`config.mk`:
```
export PLATFORM = sky130hd
export DESIGN_NAME = line_fetch_arbiter
export DESIGN_NICKNAME = d
export VERILOG_FILES = /design/src/rtl/line_fetch_arbiter.sv
export SDC_FILE = /design/constraint.sdc
export NUM_CORES = 1
export LEC_CHECK = 0
export ABC_CLOCK_PERIOD_IN_PS = 5500
export BUFFER_PORTS_ARGS = -buffer_cell sky130_fd_sc_hd__buf_2
export CAP_MARGIN = 20
export CORE_ASPECT_RATIO = 0.9
export CORE_MARGIN = 3
export CORE_UTILIZATION = 46
export CTS_BUF_LIST = sky130_fd_sc_hd__clkbuf_16
export DETAILED_ROUTE_END_ITERATION = 7
export PLACE_DENSITY = 0.88
export SLEW_MARGIN = 30
export SYNTH_ARGS = -nofsm -noshare
export SYNTH_HDL_FRONTEND = slang
export SYNTH_SLANG_ARGS = --single-unit
```
`constraint.sdc`:
```
create_clock -name clk_i -period 5.5 [get_ports clk_i]
set_input_delay 0.825 -clock clk_i [delete_from_list [all_inputs] [get_ports clk_i]]
set_output_delay 0.825 -clock clk_i [all_outputs]
set_load 0.1 [all_outputs]
```
`src/rtl/line_fetch_arbiter.sv`:
```
// line_fetch_arbiter
//   Fetches one display line at a time from the shared frame RAM into a
//   two-bank line buffer. While the display reads one bank, the next line is
//   fetched into the other bank. The module also shares the frame RAM port
//   between these reads and game-logic writes.
//
// Ports
//   clk_i, rst_ni        pixel clock, asynchronous active-low reset
//   new_line_i           1-cycle pulse at the end of each display line
//   frame_start_i        1-cycle pulse at the start of vertical blanking
//   wr_req_i/addr/data   game-logic write request (held until granted)
//   wr_grant_o           write issued to the RAM this cycle
//   mem_en_o/we/addr/wdata, mem_rdata_i
//                        frame RAM port (read data arrives one cycle later)
//   lb_we_o/bank/waddr/wdata
//                        line-buffer write port
//   disp_bank_o          bank the display reads from
//   underrun_o           sticky: a line was not ready at its new_line
//   clr_underrun_i       synchronous clear of underrun_o
module line_fetch_arbiter #(
  parameter int WORD_W     = 48,
  parameter int LINE_WORDS = 106,
  parameter int LINES      = 480,
  parameter int ADDR_W     = 16,
  parameter int WR_SLOT    = 4
) (
  input  logic              clk_i,
  input  logic              rst_ni,
  input  logic              new_line_i,
  input  logic              frame_start_i,
  input  logic              wr_req_i,
  input  logic [ADDR_W-1:0] wr_addr_i,
  input  logic [WORD_W-1:0] wr_data_i,
  output logic              wr_grant_o,
  output logic              mem_en_o,
  output logic              mem_we_o,
  output logic [ADDR_W-1:0] mem_addr_o,
  output logic [WORD_W-1:0] mem_wdata_o,
  input  logic [WORD_W-1:0] mem_rdata_i,
  output logic              lb_we_o,
  output logic              lb_bank_o,
  output logic [6:0]        lb_waddr_o,
  output logic [WORD_W-1:0] lb_wdata_o,
  output logic              disp_bank_o,
  output logic              underrun_o,
  input  logic              clr_underrun_i
);

  localparam int IDX_W  = 7;
  localparam int LP_W   = $clog2(LINES + 1);
  localparam int SLOT_W = (WR_SLOT > 1) ? $clog2(WR_SLOT) : 1;

  localparam logic [IDX_W-1:0]  IDX_LAST  = IDX_W'(LINE_WORDS - 1);
  localparam logic [SLOT_W-1:0] SLOT_LAST = SLOT_W'(WR_SLOT - 1);
  localparam logic [LP_W-1:0]   LINES_C   = LP_W'(LINES);
  localparam logic [ADDR_W-1:0] LINE_STEP = ADDR_W'(LINE_WORDS);

  typedef enum logic [1:0] {IDLE, FETCH, DRAIN, READY} state_t;

  state_t            state_q, state_d;
  logic [LP_W-1:0]   line_ptr_q, line_ptr_d;
  // base_q is the RAM address of word 0 of the line currently being fetched
  logic [ADDR_W-1:0] base_q, base_d;
  logic [IDX_W-1:0]  rd_idx_q, rd_idx_d;
  logic [SLOT_W-1:0] slot_q, slot_d;
  logic              disp_bank_q, disp_bank_d;
  logic              underrun_q, underrun_d;
  // capture pipeline: describes the read issued in the previous cycle
  logic              cap_valid_q, cap_valid_d;
  logic [IDX_W-1:0]  cap_idx_q, cap_idx_d;
  logic              cap_bank_q, cap_bank_d;

  logic wr_fire, rd_fire, busy, underrun_evt, lb_fire;

  always_comb begin
    busy         = (state_q == FETCH) || (state_q == DRAIN);
    // Outside FETCH the RAM is free; inside FETCH only the last slot is offered.
    wr_fire      = wr_req_i && ((state_q != FETCH) || (slot_q == SLOT_LAST));
    // No read is launched in a cycle that aborts the fetch.
    rd_fire      = (state_q == FETCH) && !wr_fire && !frame_start_i && !new_line_i;
    underrun_evt = busy && new_line_i && !frame_start_i;
    // Data returning in an abort cycle belongs to the abandoned line.
    lb_fire      = cap_valid_q && !frame_start_i && !new_line_i;
  end

  always_comb begin
    wr_grant_o  = wr_fire;
    mem_en_o    = wr_fire || rd_fire;
    mem_we_o    = wr_fire;
    mem_addr_o  = '0;
    if (wr_fire) begin
      mem_addr_o = wr_addr_i;
    end else if (rd_fire) begin
      mem_addr_o = base_q + {{(ADDR_W-IDX_W){1'b0}}, rd_idx_q};
    end
    mem_wdata_o = wr_fire ? wr_data_i : '0;
    lb_we_o     = lb_fire;
    lb_bank_o   = cap_bank_q;
    lb_waddr_o  = cap_idx_q;
    lb_wdata_o  = lb_fire ? mem_rdata_i : '0;
    disp_bank_o = disp_bank_q;
    underrun_o  = underrun_q;
  end

  always_comb begin
    state_d     = state_q;
    line_ptr_d  = line_ptr_q;
    base_d      = base_q;
    rd_idx_d    = rd_idx_q;
    slot_d      = slot_q;
    disp_bank_d = disp_bank_q;
    underrun_d  = underrun_q;
    cap_valid_d = rd_fire;
    cap_idx_d   = rd_idx_q;
    cap_bank_d  = ~disp_bank_q;

    if (state_q == FETCH) begin
      slot_d = (slot_q == SLOT_LAST) ? '0 : slot_q + 1'b1;
    end

    case (state_q)
      FETCH: begin
        if (rd_fire) begin
          if (rd_idx_q == IDX_LAST) begin
            rd_idx_d = '0;
            state_d  = DRAIN;
          end else begin
            rd_idx_d = rd_idx_q + 1'b1;
          end
        end
      end
      DRAIN: begin
        if (lb_fire) state_d = READY;
      end
      default: ;
    endcase

    // Clear first so that a coincident underrun event keeps the flag set.
    if (clr_underrun_i) underrun_d = 1'b0;
    if (underrun_evt)   underrun_d = 1'b1;

    if (frame_start_i) begin
      line_ptr_d = '0;
      base_d     = '0;
      rd_idx_d   = '0;
      slot_d     = '0;
      state_d    = FETCH;
    end else if (new_line_i && (state_q != IDLE)) begin
      // Only a completed line is shown; on underrun the old bank repeats and
      // the next line is fetched into the same idle bank.
      if (state_q == READY) disp_bank_d = ~disp_bank_q;
      line_ptr_d = line_ptr_q + 1'b1;
      base_d     = base_q + LINE_STEP;
      rd_idx_d   = '0;
      slot_d     = '0;
      state_d    = ((line_ptr_q + 1'b1) < LINES_C) ? FETCH : IDLE;
    end
  end

  always_ff @(posedge clk_i or negedge rst_ni) begin
    if (!rst_ni) begin
      state_q     <= IDLE;
      line_ptr_q  <= '0;
      base_q      <= '0;
      rd_idx_q    <= '0;
      slot_q      <= '0;
      disp_bank_q <= 1'b0;
      underrun_q  <= 1'b0;
      cap_valid_q <= 1'b0;
      cap_idx_q   <= '0;
      cap_bank_q  <= 1'b0;
    end else begin
      state_q     <= state_d;
      line_ptr_q  <= line_ptr_d;
      base_q      <= base_d;
      rd_idx_q    <= rd_idx_d;
      slot_q      <= slot_d;
      disp_bank_q <= disp_bank_d;
      underrun_q  <= underrun_d;
      cap_valid_q <= cap_valid_d;
      cap_idx_q   <= cap_idx_d;
      cap_bank_q  <= cap_bank_d;
    end
  end

endmodule

```
==> results.py, run 1 <==
metrics = {
    "drt": {
        "postRouteAntennaNets": 0,
        "vias": 3974,
        "wl_per_cell_um": 16.63,
        "drt-pass1-iter-count": 5,
        "drt_iter0_drc": 191,
        "routed_via_density": 5.407,
        "drc": 0,
        "wl_um": 12220,
    },
    "sta": {
        "finalClockSkew_ns": 0.003929,
        "hold_viol": 0,
        "setup_viol": 0,
        "max_slew_margin_pct": 43.32,
        "finalCriticalPeriod_ns": 4.442,
        "finalMaxSlewViolations": 0,
        "fin_crit_sh_pct": 80.76,
        "tightestPinTransition_ns": 0.8482,
        "setup-tns-final_ns": 0,
        "rsz0062_at_grt": "no",
        "timing.fmax_mhz": 225.1,
    },
    "die": {
        "chipHeight_um": 89.06,
        "ios": 244,
        "die_x_um": 98.29,
        "rows": 29,
        "core_area_um2": 7257,
        "dieArea_um2": 8753,
        "initial_core_util_pct": 48.59,
    },
    "grt": {
        "grt_pass1_wl_um": 18080,
        "antenna_found_initial": 2,
        "grt_pass1_vias": 3521,
        "overflow": 0,
        "grt_use_total_pct": 25.46,
        "grt_max_degree": 54,
    },
    "setup_path": {
        "start_kind": "primary input",
        "reg2regPathDepth": 7,
        "worstPathRequired_ns": 4.68,
        "rrSetupSlack_ns": 3.32,
        "endpoint_kind": "output port",
        "rr_startpoint": "state_q[1]",
        "critPathLaunch": "frame_start_i",
        "cp-endpoint": "mem_addr_o[12]",
        "arrival_ns": 3.62,
        "critPathKind": "primary input to output port",
        "r2r_end": "state_q[0]",
        "path_max_fanout": 53,
    },
    "power_and_ir_drop": {
        "ir_worst_vdd_uv": 426.8,
        "p_leak_nw": 3.030,
        "cellPowerDensity_nw_per_um2": 488.7,
        "power.total_mw": 2.411,
    },
    "final_layout": {
        "finalNonFillerCells": 735,
        "area_growth_pct": 39.89,
        "drive_gt1_share_pct": 42.03,
        "num-nets-final": 773,
    },
    "placement": {
        "place_inst": 725,
        "dp_hpwl_um": 9536,
        "port_buffers": 243,
        "place.gp.congestion": 0.9465,
    },
    "clock_tree": {
        "cts_sinks": 46,
        "cts_resized": 0,
        "cts.clk_slew.worst_paths_ns": 0.06,
        "ctsHoldBuffers": 0,
        "clock_path_buffers": 2,
        "postCtsSetupBuffers": 0,
        "root_buffer": "clkbuf_16",
        "cts_tree": "built",
        "numCtsBuffers": 5,
        "clkLatencyLatePin_ns": 0.29,
        "cts_htree_levels": 2,
    },
    "logic_synthesis": {
        "synth_top_area_share_pct": 32.65,
        "synthesis.area_um2": 3526,
        "synth_ff_type": "dfrtp_1",
        "synth_edf_count": 0,
        "avgSynthCellArea_um2": 8.395,
        "seq_area_frac_synth_pct": 32.65,
        "syn-instance-count": 420,
        "ys_top_cells_by_count": "100 x and3_1, 46 x dfrtp_1, 38 x nor2_1, 27 x nand2_1, 24 x clkbuf_1",
        "ys_async_sr_fraction_pct": 100.0,
        "yosysMostFrequentCell": "and3_1",
        "syn-num-nets": 554,
        "yosysWarnings": 0,
        "synth_seq_cells": 46,
        "yosysTopAreaCell": "dfrtp_1",
        "synth_area_leaders": "dfrtp_1 33%, and3_1 18%, xnor2_1 5.7%",
        "synth.distinct_cells": 52,
    },
    "outcome": {
        "status": "finished clean",
    },
    "hold_path": {
        "worst_hold_path_type": "flop to flop",
    },
    "job": {
        "cap_viol_max_count": 0,
    },
}
per-stage QoR:
| stage | setup WS, ns | hold slack, ns | cell area, um^2 | utilization (%) |
|---|---|---|---|---|
| final | 1.058 | 0.4896 | 4932 | 67.97 |
| after global routing | 0.8312 | 0.5155 | 4932 | 67.97 |
| after CTS | 1.151 | 0.4858 | 4923 | 67.84 |
| after detailed placement | 1.151 | 0.4810 | 4735 | 65.24 |
| after global placement | 1.292 | 0.4553 | 4732 | 65.21 |
| after floorplan | 1.031 | 0.4078 | 3526 | - |
routing by layer:
layer	global-route usage, %	share of wire, %
met1	33.93	41
met2	42.36	49
met3	3.432	6.4
met4	10.42	3.1
met5	0	0
logic make-up after synthesis:
group / count (synthesis) / synth area share [%]
multiplexers: 5 / 1.597
AO/OA/AOI/OAI: 55 / 11.75
XOR/XNOR: 37 / 9.191
adder cells (fa/ha/maj): 16 / 5.678
AND/OR/NAND/NOR: 217 / 34.07
flip-flops: 46 / 32.65
buffers and inverters: 44 / 5.074
registers in the layout, indices dropped and copies added (netlist names):
name and flops:
lb_bank_o 1, state_q 2, underrun_o 1, disp_bank_o 1, cap_valid_q 1, lb_waddr_o 7
slot_q 2, base_q 15, line_ptr_q 9, cap_idx_d 7
how the worst min path moves through the flow:
stage / from / endpoint / slack (ns) / cells past startpoint
2_1_floorplan: cap_idx_d[6] / lb_waddr_o[6] / 0.41 / 0
3_3_place_gp: disp_bank_o / lb_bank_o / 0.46 / 1
3_5_place_dp: disp_bank_o / lb_bank_o / 0.48 / 1
4_1_cts: disp_bank_o / lb_bank_o / 0.49 / 1
5_1_grt: disp_bank_o / lb_bank_o / 0.52 / 1
6_report: disp_bank_o / lb_bank_o / 0.49 / 1
layout make-up:
cell class              count  area (um^2)
fillers                   608         2325
diodes                      2        5.005
flip-flops and latches     46         1152
inverters                  12        45.04
well taps                  93        116.4
repair buffers            244         1226
multi-input cells         330         2198
clock inverters             3        63.81
clock buffers               5        125.1
layout by cell type, fill, tap and decap left out, drive strengths merged, types with 3 or more instances in the layout:
master / Yosys / layout
inv: 12 / 12
buf: 8 / 244
nand4: 9 / 9
o21ai: 16 / 16
dfrtp: 46 / 46
mux2i: 3 / 3
nand3: 13 / 13
or3: 3 / 3
nand2b: 3 / 3
a32oi: 4 / 4
and3: 100 / 100
nor3: 10 / 10
ha: 16 / 16
nor2: 39 / 39
xor2: 14 / 14
and2: 4 / 4
nand2: 27 / 27
xnor2: 23 / 23
clkbuf: 24 / 5
a21oi: 13 / 13
a21o: 3 / 3
a211oi: 3 / 3
where the power goes:
group          total (mW)  leakage, nW  switching [mW]  internal (mW)
registers           0.462        0.622          0.0751          0.386
logic                1.56         2.32            1.27          0.293
clock network       0.389       0.0915           0.130          0.259
total                2.41         3.03            1.47          0.938
worst max-delay path, stage by stage:
cell and delay (ns):
buf_2 0.28, nor2_4 0.74, nand2_1 0.60, or4_1 0.65
nand3_1 0.08, buf_2 0.43
No activity file was read; power rests on OpenSTA's default activity.
==> run 2, diff against run 1 <==
- ABC_CLOCK_PERIOD_IN_PS: 5500 -> 4050
- CORE_UTILIZATION: 46 -> 38
- PLACE_DENSITY: 0.88 -> 0.78
- clock period: 5.5 -> 4.05 ns (I/O delays scaled with it)
==> run 2 against run 1 <==
Power rose by 32%; routed wire length rose by 4.3%; clock power rose by 8.0%; die area rose by 20%; count of clock-buffer cells in the layout did not move; critical path depth rose by 2; clock skew rose by 0.0042 ns; critical endpoint is now mem_addr_o[14]; highest routed layer unchanged.
==> results.py, run 2 (synthesis gave the netlist of run 1 again) <==
metrics = {
    "outcome": {
        "status": "finished clean",
    },
    "placement": {
        "dpl_cell_area_um2": 4790,
        "post-place-ws_ns": 0.8836,
        "port_buffers": 243,
        "dp_hpwl_um": 10110,
        "place.gp.congestion": 0.9054,
    },
    "setup_path": {
        "cp.buffers_inverters": 3,
        "arrival_ns": 2.93,
        "path_max_fanout": 50,
        "worstPathRequired_ns": 3.44,
        "cp_slowest_cell": "and2_1",
        "critical-path-top-delay-family": "simple AND/OR/NAND/NOR gates",
        "start_kind": "flop",
        "crit_path_max_incr_delay_ns": 0.71,
        "worstSetupPathDepth": 8,
        "worstPathCellList": "inv_1, ha_1, nand2b_1, buf_4, and2_1, a32oi_1, nand3_1, buf_2",
        "reg2regPathDepth": 6,
        "critPathKind": "flop to output port",
        "endpoint_kind": "output port",
    },
    "drt": {
        "postRouteAntennaNets": 0,
        "wl_um": 12740,
        "vias": 3993,
        "drt-pass1-iter-count": 4,
        "drt_iter0_drc": 235,
        "wl_per_cell_um": 16.70,
        "drc": 0,
        "routed_via_density": 5.233,
    },
    "grt": {
        "antenna_found_initial": 1,
        "grt_use_total_pct": 23.21,
        "grt_pass1_wl_um": 19670,
        "overflow": 0,
        "grt_most_used_layer": "met2",
        "grt_max_degree": 53,
        "grt_pass1_vias": 3854,
        "met2_usage_pct": 39.48,
        "grtUsageMet1_pct": 28.85,
        "use_met3_pct": 4.850,
    },
    "hold_path": {
        "worst_hold_path_type": "primary input to asynchronous set/reset pin",
    },
    "clock_tree": {
        "cts.clk_slew.worst_paths_ns": 0.07,
        "cts_htree_levels": 2,
        "cts_sinks": 46,
        "ctsHoldBuffers": 0,
        "postCtsSetupBuffers": 0,
        "numCtsBuffers": 5,
        "clock_path_buffers": 2,
        "root_buffer": "clkbuf_16",
        "cts_tree": "built",
        "clkLatencyLatePin_ns": 0.29,
        "cts_resized": 0,
    },
    "final_layout": {
        "drive_gt1_share_pct": 42.30,
        "largest_reg_flops": 15,
        "num-nets-final": 776,
        "layout_common_cells": "242 x buf_2, 100 x and3_1, 45 x dfrtp_1",
        "regMostFlops": "base_q",
        "final_util_pct": 56.12,
        "mostFrequentLayoutCell": "buf_2",
        "finalInstanceArea_um2": 4943,
        "reg.largest.list": "base_q (15), line_ptr_q (9)",
        "area_growth_pct": 40.21,
    },
    "power_and_ir_drop": {
        "p_leak_nw": 3.022,
        "cellPowerDensity_nw_per_um2": 643.6,
        "ir_worst_vdd_uv": 612.6,
    },
    "sta": {
        "hold_viol": 0,
        "setup_viol": 0,
        "finalCriticalPeriod_ns": 3.535,
        "fin_crit_sh_pct": 87.29,
        "max_slew_margin_pct": 38.37,
        "tightestPinTransition_ns": 0.9225,
        "timing.fmax_mhz": 282.9,
        "finalMaxSlewViolations": 0,
        "setup_slack_ns": 0.5147,
        "setup-tns-final_ns": 0,
        "finalClockSkew_ns": 0.008126,
        "rsz0062_at_grt": "no",
    },
    "die": {
        "core_area_um2": 8808,
        "initial_core_util_pct": 40.03,
        "rows": 32,
        "ios": 244,
        "die_x_um": 107.5,
        "chipHeight_um": 97.38,
        "dieArea_um2": 10470,
    },
    "job": {
        "cap_viol_max_count": 0,
    },
}
## run 2: cell count changes in the layout (fill, tap and decap cells not counted)
| cell | change |
|---|---|
| clkinv_4 | +1 |
| diode_2 | -1 |
| inv_6 | +1 |
| bufinv_16 | -2 |
| o21ai_0 | -1 |
| clkinv_1 | -1 |
| nor2b_2 | -1 |
| o21ai_1 | +1 |
| nor2b_1 | +1 |
| clkinvlp_4 | +1 |
| buf_4 | +3 |
## run 2: where the power goes
group	total, mW	leakage [nW]	internal, mW	switching [mW]
registers	0.628	0.622	0.524	0.103
clock network	0.420	0.0704	0.232	0.188
logic	2.13	2.33	0.402	1.73
total	3.18	3.02	1.16	2.02
## run 2: area by class of cell
class	instances	area [um^2]
antenna	1	2.502
clock buffer	5	125.1
clock inverter	3	25.02
fill	829	3865
inverter	12	45.04
multi-input combinational	330	2196
sequential	46	1152
tap	119	148.9
timing repair buffer	247	1249
## run 2: final timing paths
check / start / end / slack [ns]
worst max-delay path: state_q[1] / mem_addr_o[14] / 0.51
worst min-delay path: rst_ni / base_q[11] / 0.31
worst max register to register: state_q[0] / line_ptr_q[8] / 1.70
worst min register to register: cap_idx_d[6] / lb_waddr_o[6] / 0.48
max in group asynchronous: rst_ni / cap_valid_q / 3.32
min in group clk_i: cap_idx_d[6] / lb_waddr_o[6] / 0.48
## run 2: metal layers
metal / part of all wire, % / up-vias
met5: 0 / -
met3: 7.1 / 24
met1: 41 / 1875
met2: 49 / 163
li1: - / 1931
met4: 2.9 / 0
## run 2: per-stage QoR
stage | cells | hold slack [ns] | power (mW)
finish | 763 | 0.3098 | 3.182
detailed placement | 754 | 0.4578 | 2.762
floorplan | 420 | 0.3119 | 2.406
global route | 763 | 0.3644 | 3.315
CTS | 762 | 0.3374 | 3.189
global placement | 754 | 0.4618 | 2.726
==> run 3, diff against run 2 <==
- CORE_MARGIN: 3 -> unset
==> run 3 against run 2 <==
Worst hold slack improved by 0.0077 ns; fmax increased by 7.9%; power increased by 0.87%; sequential power about the same; non-clock buffer count decreased by 1; critical path depth decreased by 1; final cell count decreased by 0.26%; critical endpoint is now mem_addr_o[12]; largest cell class unchanged.
==> results.py, run 3 (synthesis gave the netlist of run 1 again) <==
metrics = {
    "outcome": {
        "status": "finished clean",
    },
    "final_layout": {
        "reg.largest.list": "base_q (15), line_ptr_q (9)",
        "mostFrequentLayoutCell": "buf_2",
        "layout_common_cells": "242 x buf_2, 100 x and3_1, 45 x dfrtp_1",
        "area_growth_pct": 40.35,
        "largest_reg_flops": 15,
        "num-nets-final": 775,
        "regMostFlops": "base_q",
        "antenna_cells": 0,
        "drive_gt1_share_pct": 42.21,
    },
    "setup_path": {
        "reg2regPathDepth": 6,
        "worstPathRequired_ns": 3.44,
        "path_max_fanout": 8,
        "start_kind": "flop",
        "endpoint_kind": "output port",
        "arrival_ns": 2.67,
        "rr_startpoint": "state_q[0]",
        "critPathKind": "flop to output port",
        "critPathLaunch": "cap_idx_d[2]",
    },
    "sta": {
        "fin_crit_sh_pct": 80.92,
        "setup-tns-final_ns": 0,
        "finalCriticalPeriod_ns": 3.277,
        "setup_slack_ns": 0.7728,
        "finalMaxSlewViolations": 0,
        "rsz0062_at_grt": "no",
        "hold_viol": 0,
        "tightestPinTransition_ns": 0.8740,
        "setup_viol": 0,
        "holdWs_ns": 0.3175,
        "max_slew_margin_pct": 41.62,
        "finalClockSkew_ns": 0.004648,
        "timing.fmax_mhz": 305.1,
    },
    "drt": {
        "postRouteAntennaNets": 0,
        "routed_via_density": 5.143,
        "wl_per_cell_um": 15.35,
        "wl_um": 11680,
        "drt_iter0_drc": 218,
        "drt-pass1-iter-count": 4,
        "vias": 3914,
        "drc": 0,
    },
    "power_and_ir_drop": {
        "p_leak_nw": 3.030,
        "pwr-share-comb_pct": 66.0,
        "ir_worst_vdd_uv": 493.3,
        "clkPwrFrac_pct": 14.4,
        "switchingPower_mw": 1.996,
        "sw_frac_of_total_pct": 62.18,
        "cellPowerDensity_nw_per_um2": 648.6,
        "intPower_mw": 1.214,
        "seqPwrFrac_pct": 19.5,
    },
    "hold_path": {
        "worst_hold_path_type": "primary input to asynchronous set/reset pin",
    },
    "grt": {
        "antenna_found_initial": 0,
        "overflow": 0,
        "grt_max_degree": 53,
        "grt_pass1_wl_um": 18660,
        "grt_pass1_vias": 3742,
        "grt_use_total_pct": 23.74,
    },
    "die": {
        "chipHeight_um": 93.38,
        "die_x_um": 103.5,
        "core_area_um2": 8768,
        "ios": 244,
        "initial_core_util_pct": 40.21,
        "rows": 32,
        "dieArea_um2": 9668,
    },
    "clock_tree": {
        "numCtsBuffers": 5,
        "clock_path_buffers": 2,
        "cts_sinks": 46,
        "ctsHoldBuffers": 0,
        "cts_resized": 0,
        "clkLatencyLatePin_ns": 0.29,
        "root_buffer": "clkbuf_16",
        "cts_tree": "built",
        "postCtsSetupBuffers": 0,
        "cts_htree_levels": 2,
        "cts.clk_slew.worst_paths_ns": 0.06,
    },
    "placement": {
        "post-place-ws_ns": 0.9517,
        "dp_hpwl_um": 9041,
        "port_buffers": 243,
        "place.gp.congestion": 0.8467,
    },
    "job": {
        "cap_viol_max_count": 0,
    },
}
## run 3: changes by cell type in the layout (fill, tap and decap cells not counted)
cell,previous run,this run
clkinv_2,0,2
inv_6,1,0
buf_4,5,4
clkinvlp_4,1,0
bufinv_16,0,1
diode_2,1,0
clkinv_4,1,0
## run 3: critical path: stages (launching register included)
cell	delay, ns
dfrtp_1	0.47
ha_1	0.39
a21oi_1	0.12
o221ai_2	0.24
a21oi_2	0.16
or4_1	0.49
nand3_1	0.08
buf_2	0.42
## run 3: final cells by class
type,count,area (um^2)
Fill cell,790,3820
Timing Repair Buffer,246,1241
Clock buffer,5,125.1
Sequential cell,46,1152
Clock inverter,3,40.04
Multi-Input combinational cell,330,2196
Inverter,12,45.04
Tap cell,119,148.9
## run 3: metrics by stage
stage	power, mW	utilization, %	cells	area [um^2]
3_3_place_gp	2.714	54.51	753	4780
5_1_grt	3.345	56.44	761	4949
2_1_floorplan	2.406	-	420	3526
4_1_cts	3.212	56.42	761	4947
6_report	3.209	56.44	761	4949
3_5_place_dp	2.746	54.54	753	4782
## run 3: final timing paths
kind	slack, ns	endpoint
max	0.77	mem_addr_o[12]
min	0.32	base_q[14]
max reg2reg	1.74	line_ptr_q[8]
min reg2reg	0.47	lb_bank_o
max in group asynchronous	3.30	cap_valid_q
min in group clk_i	0.47	lb_bank_o
## run 3: per-layer routing
layer | routed length [um] | track usage, % | share of wire [%]
met2 | 5752 | 41.05 | 49
met1 | 5242 | 31.45 | 45
met4 | 132 | 5.435 | 1.1
met5 | 0 | 0 | 0
met3 | 554 | 3.415 | 4.7
## run 3: power groups by stage
stage / clock [mW] / sequential, mW / combinational (mW)
floorplan: 0 / 0.716 / 1.69
global placement: 0 / 0.624 / 2.09
detailed placement: 0 / 0.630 / 2.12
CTS: 0.466 / 0.624 / 2.12
global route: 0.485 / 0.641 / 2.22
finish: 0.463 / 0.627 / 2.12
